==> config.mk <==
export PLATFORM = sky130hd
export DESIGN_NAME = dco_tune_arb
export DESIGN_NICKNAME = d
export VERILOG_FILES = /design/src/rtl/dco_tune_arb.sv
export SDC_FILE = /design/constraint.sdc
export NUM_CORES = 1
export LEC_CHECK = 0
export CAP_MARGIN = 20
export CORE_MARGIN = 4
export CORE_UTILIZATION = 49
export CTS_CLUSTER_DIAMETER = 30
export DETAILED_ROUTE_END_ITERATION = 16
export MAX_ROUTING_LAYER = met4
export PLACE_DENSITY = 0.92
export SKIP_CTS_REPAIR_TIMING = 1
export SYNTH_ARGS = -nofsm -noshare
export SYNTH_HDL_FRONTEND = slang
export SYNTH_SLANG_ARGS = --single-unit
==> constraint.sdc <==
create_clock -name clk -period 5 [get_ports clk]
set_clock_uncertainty 0.15 [all_clocks]
set_input_delay 0.5 -clock clk [delete_from_list [all_inputs] [get_ports clk]]
set_output_delay 0.5 -clock clk [all_outputs]
set_load 0.02 [all_outputs]
==> src/rtl/dco_tune_arb.sv <==
// Round-robin sequencer for the shared DCO tuning-word write port.
// Each grant commits one write, then the port is held for a programmable settle time.
module dco_tune_arb #(
  parameter int unsigned N_REQ    = 6,
  parameter int unsigned DW       = 8,
  parameter int unsigned SETTLE_W = 4
) (
  input  logic                  clk,
  input  logic                  rst_n,
  input  logic [N_REQ-1:0]      req,
  input  logic [N_REQ*DW-1:0]   wdata,
  input  logic [SETTLE_W-1:0]   settle_cyc,
  output logic [N_REQ-1:0]      gnt,
  output logic                  dco_we,
  output logic [DW-1:0]         dco_wdata,
  output logic                  idle
);

  localparam int unsigned PtrW = (N_REQ > 1) ? $clog2(N_REQ) : 1;

  if ((N_REQ < 2) || (N_REQ > 8)) begin : g_bad_n_req
    $error("dco_tune_arb: N_REQ must be in the range 2..8");
  end

  typedef enum logic [1:0] {
    StIdle,
    StWrite,
    StSettle
  } state_e;

  state_e              state_q, state_d;
  logic [PtrW-1:0]     ptr_q, ptr_d;
  logic [PtrW-1:0]     win_q, win_d;
  logic [SETTLE_W-1:0] cnt_q, cnt_d;
  logic [DW-1:0]       wdata_q, wdata_d;
  logic [N_REQ-1:0]    gnt_q, gnt_d;
  logic                we_q, we_d;

  logic [PtrW-1:0]     pick;
  logic                pick_vld;

  // Scan downward so the lowest offset from ptr (highest priority) is written last.
  always_comb begin
    pick     = ptr_q;
    pick_vld = 1'b0;
    for (int k = int'(N_REQ) - 1; k >= 0; k--) begin
      if (req[(int'(ptr_q) + k) % int'(N_REQ)]) begin
        pick     = PtrW'((int'(ptr_q) + k) % int'(N_REQ));
        pick_vld = 1'b1;
      end
    end
  end

  always_comb begin
    state_d = state_q;
    ptr_d   = ptr_q;
    win_d   = win_q;
    cnt_d   = cnt_q;
    wdata_d = wdata_q;
    gnt_d   = '0;
    we_d    = 1'b0;

    unique case (state_q)
      StIdle: begin
        if (pick_vld) begin
          win_d       = pick;
          wdata_d     = wdata[pick*DW +: DW];
          cnt_d       = settle_cyc;
          gnt_d[pick] = 1'b1;
          we_d        = 1'b1;
          state_d     = StWrite;
        end
      end
      StWrite: begin
        ptr_d   = (win_q == PtrW'(N_REQ - 1)) ? '0 : win_q + PtrW'(1);
        state_d = (cnt_q == '0) ? StIdle : StSettle;
      end
      StSettle: begin
        if (cnt_q <= SETTLE_W'(1)) begin
          cnt_d   = '0;
          state_d = StIdle;
        end else begin
          cnt_d = cnt_q - SETTLE_W'(1);
        end
      end
      default: state_d = StIdle;
    endcase
  end

  always_ff @(posedge clk or negedge rst_n) begin
    if (!rst_n) begin
      state_q <= StIdle;
      ptr_q   <= '0;
      win_q   <= '0;
      cnt_q   <= '0;
      wdata_q <= '0;
      gnt_q   <= '0;
      we_q    <= 1'b0;
    end else begin
      state_q <= state_d;
      ptr_q   <= ptr_d;
      win_q   <= win_d;
      cnt_q   <= cnt_d;
      wdata_q <= wdata_d;
      gnt_q   <= gnt_d;
      we_q    <= we_d;
    end
  end

  assign gnt       = gnt_q;
  assign dco_we    = we_q;
  assign dco_wdata = wdata_q;
  assign idle      = (state_q == StIdle) && (req == '0);

  // The grant pulse and write strobe always travel together.
  a_gnt_onehot: assert property (@(posedge clk) disable iff (!rst_n) $onehot0(gnt));
  a_we_gnt:     assert property (@(posedge clk) disable iff (!rst_n) dco_we == (gnt != '0));

endmodule

Word level (Yosys, flattened, before mapping)
Index checks and enable logic that the tools add are counted.

word-level totals
  output and inout port bits = 16
  bits in registers = 27
  logic and storage cells = 88
  input port bits = 60

cells by class
  order comparisons = 9
  mux-type cells = 44
  divide/modulo/power cells = 6
  equality and inequality tests = 5
  shifts and indexed selects = 1
  add/subtract/negate cells = 7
  reduce and logical (&&, ||, !) cells = 9

operators with widths
  cell                   number
  $lt 32x5->1 const B    6
  $mod 32x4->32 const B  5
  $shiftx 48x7->8        1
  $mod 4x4->32 const B   1
  $mux 1                 21
  $mux 3                 7
  $bmux 1 s3             6
  $mux 6                 2
  $add 3x2->4 const B    2
  $add 3x3->4 const B    2
  $mux 4                 2
  $pmux 4 s2             1
  $logic_not 6->1        1
  $mux 2                 3
  $pmux 2 s3             1
  $reduce_and 2->1       3
  $add 3x1->4 const B    1
  $le 4x1->1 const B     1
  $logic_not 4->1        1
  $lt 3x4->1 const B     1
  $ne 2x2->1 const B     2
  $sub 4x1->4 const B    1
  $add 3x1->3 const B    1
  $demux 1 s3            1
  7 further kinds        8

Logic depth before layout (Yosys ltp)
  word-level depth = 17
  gate-level depth with buffers = 17
  depth with buffers taken out = 15

Worst setup path before layout
OpenSTA, ideal clock, no wires.

  path type = reg2reg
  start point = reg ptr_q[0]
  end point = reg wdata_q[0], in the netlist dco_wdata[0]
  clock period less this slack = 3,652 ps
  data arrival time = 3,375 ps
  library setup time = 127 ps
  path slack = 1,348 ps
  required time = 4,723 ps
  buffers on the path = 3
  cell stages (with the launch flop) = 17
  cell sequence = dfrtp_1 -> buf_6 -> buf_4 -> inv_1 -> ha_1 -> xnor2_2 -> ha_1 -> nor2b_1 -> a21oi_1 -> o21a_1 -> o221a_2 -> o21a_1 -> o221a_2 -> buf_6 -> mux2_4 -> a22oi_1 -> o21ai_1

between the ends
  word-level cells in the longest chain between the ends = 12
  elaborated cells between the ends (all ways) = 43
  those cells by class = add/sub (5); div (6); shift (1); mux (30); reduce/logical (1)

RTL lines
  item                                                 line    text
  start, declared                                      32      logic [PtrW-1:0] ptr_q, ptr_d;
  start signal, assigned                               101     ptr_q <= ptr_d;
  $add 3x3->4                                          47, 48
  $mod 32x4->32                                        47, 48
  $bmux 1 s3                                           47      if (req[(int'(ptr_q) + k) % int'(N_REQ)]) begin
  $mux 1 (implied by the code) (2 in series)           47
  $mux 3 or $mux 1 (tied branches) (6 in series)       47
  $shiftx 48x7->8 or $reduce_and 2->1 (tied branches)  -
  end signal, assigned                                 104     wdata_q <= wdata_d;
  end, declared                                        35      logic [DW-1:0] wdata_q, wdata_d;

Parallel ways exist; a longest one is shown, timed or not. The select of a mux whose other input is x is not followed.
A chain may end at the register's enable or synchronous reset.

Final worst setup path
  start point = reg ptr_q[2]
  end point = reg wdata_q[1], in the netlist dco_wdata[1]

Same word-level chain as after synthesis.

==> impl_results.md <==
- Syn nets: between 300 and 400
- Num ports: 76
- Slew headroom: 55.7%
- Post-detail-place hpwl: roughly 5900 um
- Layout cells sized above 1: 14.3%
- Largest net degree at the start of global routing: 28
- Critical path depth in cells: 14
- Post-Syn Area per Cell: 9.34 um^2
- EDFF count, synth: 0
- Area leader, netlist: dfrtp_1
- Peak supply drop: about 0.00047 V
- Reg clk slew, reported paths: ~0.090 ns
- GR Util All Layers: around a quarter
- Vias in the first global route: approximately 2600
- Die H: approximately 80 um
- CP peak stage delay: 0.69 ns
- Crit path launch: ptr_q[2]
- Finished Cell Area: 3450 um^2
- Synth Flop Type: dfrtp_1
- Top Family by Delay on Critical Path: compound AO/OA/AOI/OAI gates
- Mapped Area: 2620 um^2
- Most common cell after layout, fill and taps aside: clkdlybuf4s50_1
- Critical path's slowest cell: dfrtp_1
- TritonCTS clock tree: built
- Setup-failing EPs final: 0
- Detail Route Antenna Nets: 0
- Via density: 6.00
- CP Capture Point: dco_wdata[1]
- Fin. max-slew vios: 0
- Clock Sinks: 27
- H-tree depth: 1
- Root Buffer: clkbuf_8
- DIE WIDTH: slightly above 80 um
- Post-Route Setup TNS: 0 ns
- WP data arrival: 4.54 ns
- Outcome: finished, final reports clean
- Worst hold path class: register to register
- Final wirelength: 7340 um
- Async SR Flop Fraction: 100%
- Final cell count without fillers: 420
- Ranking of synthesized cells by area: dfrtp_1 (26%), mux2i_1 (7.6%), ha_1 (6.2%), mux2_2 (6.0%), mux2_4 (5.2%)
- DR DRC count: 0
- Most frequent cells in the layout: clkdlybuf4s50_1 (75), dfrtp_1 (27), mux2i_1 (20)
- FF-to-FF path depth: 14
- 1st-iter DRT viols: about 180
- Drt wl/cell: about 17 um
- Wire length of the first global-routing pass: 11900 um
- Fin. Hold Viols: 0
- Starting Density: between 50 and 60%
- Placeable Area: approximately 5100 um^2
- Worst Tran Pin Value: ~0.66 ns
- GRT overflow: 0
- Layout net count: approximately 420
- Max-Cap Viols: 0
- Layout area overhead: 31.4%
- Final hold slack: approximately 0.37 ns
- CP endpoint kind: register
- FF-to-FF setup slack: ~0.45 ns
- Synth Warn #: 0
- Library cells used by synthesis: between 60 and 70
- Fmax: roughly 0.22 GHz
- CP required: about 5.0 ns
- R2r endpoint: dco_wdata[1]
- Pleak: 1.51 nW
- CTS max path bufs: 2
- DP Worst Slack: around 0.53 ns
- Tcrit/Tclk final: between 90% and 100%
- Drt pass-1 iters: 4
- Final worst setup slack: around 0.45 ns
- Placer Congestion: approximately 0.92
- Num CTS Buffers: 3
- Top-area cell type share of the netlist area: between 20% and 30%
- CP Cell Sequence: inv_1 -> ha_1 -> a21oi_2 -> inv_1 -> ha_1 -> nor4b_1 -> mux2_1 -> a221o_1 -> a211oi_2 -> o22a_1 -> o221a_2 -> mux2_4 -> a22oi_1 -> o21ai_1
- Die area: around 6600 um^2
- Placed cell area: roughly 3400 um^2
- Mapped Cells: 281
- Pwr dens: around 830 nW/um^2
- ANT cells: 0
- Seq/Total Area, Yosys: 25.8%
- Cell row count: 26
- Setup CP Type: register to register
- IO Port Bufs: 75
- Vias: 2521
- CP Buf/Inv Count: 2
- Worst skew pair latency: around 0.27 ns
- RSZ-0062 raised after global routing: false
- Minimum clock period: between 4 and 5 ns
- Post-synthesis register bit count: 27
- Dpl cells: approximately 420
- Initial antenna violation count: 0
- Fill count: about 420
- Crit-path max FO: 20
- Startpoint types: register
- RR Startpoint: ptr_q[2]
==> stage by stage <==
step / util (%) / power, mW
after floorplan: - / 2.27
after global placement: 66.2 / 2.64
after detailed placement: 66.2 / 2.73
after CTS: 67.1 / 2.86
after global routing: 67.1 / 3.10
final: 67.1 / 2.87
==> worst min path at each step <==
stage | start | end | slack (ns) | cells past startpoint
3_5_place_dp | cnt_q[1] | cnt_q[1] | 0.35 | 1
6_report | win_q[0] | ptr_q[0] | 0.37 | 1
3_3_place_gp | win_q[0] | ptr_q[0] | 0.32 | 1
2_1_floorplan | rst_n | cnt_q[0] | 0.05 | 0
5_1_grt | cnt_q[1] | cnt_q[1] | 0.39 | 1
4_1_cts | win_q[0] | ptr_q[0] | 0.37 | 1
==> state kept, by name, indices dropped and copies added (netlist names) <==
register,cells
cnt_q,4
dco_wdata,8
dco_we,1
gnt,6
ptr_q,3
state_q,2
win_q,3
==> routing by layer <==
metal / track usage [%] / share of wire, % / wire length (um)
met1: 27.0 / 40 / 2910
met2: 42.4 / 51 / 3740
met3: 3.44 / 7.4 / 541
met4: 6.93 / 1.9 / 142
met5: - / 0 / 0
==> power breakdown <==
part | switching [mW] | leakage [nW] | internal, mW
Sequential | 0.0901 | 0.343 | 0.321
Clock | 0.0643 | 0.0228 | 0.0571
Combinational | 1.26 | 1.15 | 1.08
Total | 1.41 | 1.51 | 1.46
==> synth_stat cells (all sizes together) (3+ instances only) <==
cell and number:
nor3 14, inv 17, a22oi 13, nand2b 3, a21o 3, ha 13, nand2 17, a21oi 9
nor3b 3, nor2b 7, o21a 3, mux2 24, nand4 3, clkbuf 3, dfrtp 27, o21ai 26
a211oi 5, mux2i 20, buf 11, a221o 4, nor2 15
==> kinds of logic (layout without fill, tap and decap cells) <==
logic type	after synthesis	in the layout	share of synthesized area, %
fa+ha+maj	14	14	6.63
buf+inv	31	100	5.86
mux	46	46	20.9
simple gates	77	77	16.1
flops	27	27	25.8
xor+xnor	3	3	1.57
compound gates	83	83	23.1
==> final cells by class <==
class / count / area, um^2 / area share (%)
Multi-Input combinational cell: 223 / 1790 / 52.1
Timing Repair Buffer: 79 / 781 / 22.6
Sequential cell: 27 / 676 / 19.6
Tap cell: 70 / 87.6 / 2.54
Inverter: 17 / 63.8 / 1.85
Clock buffer: 4 / 45.0 / 1.31
(Power assumes the default switching activity.)
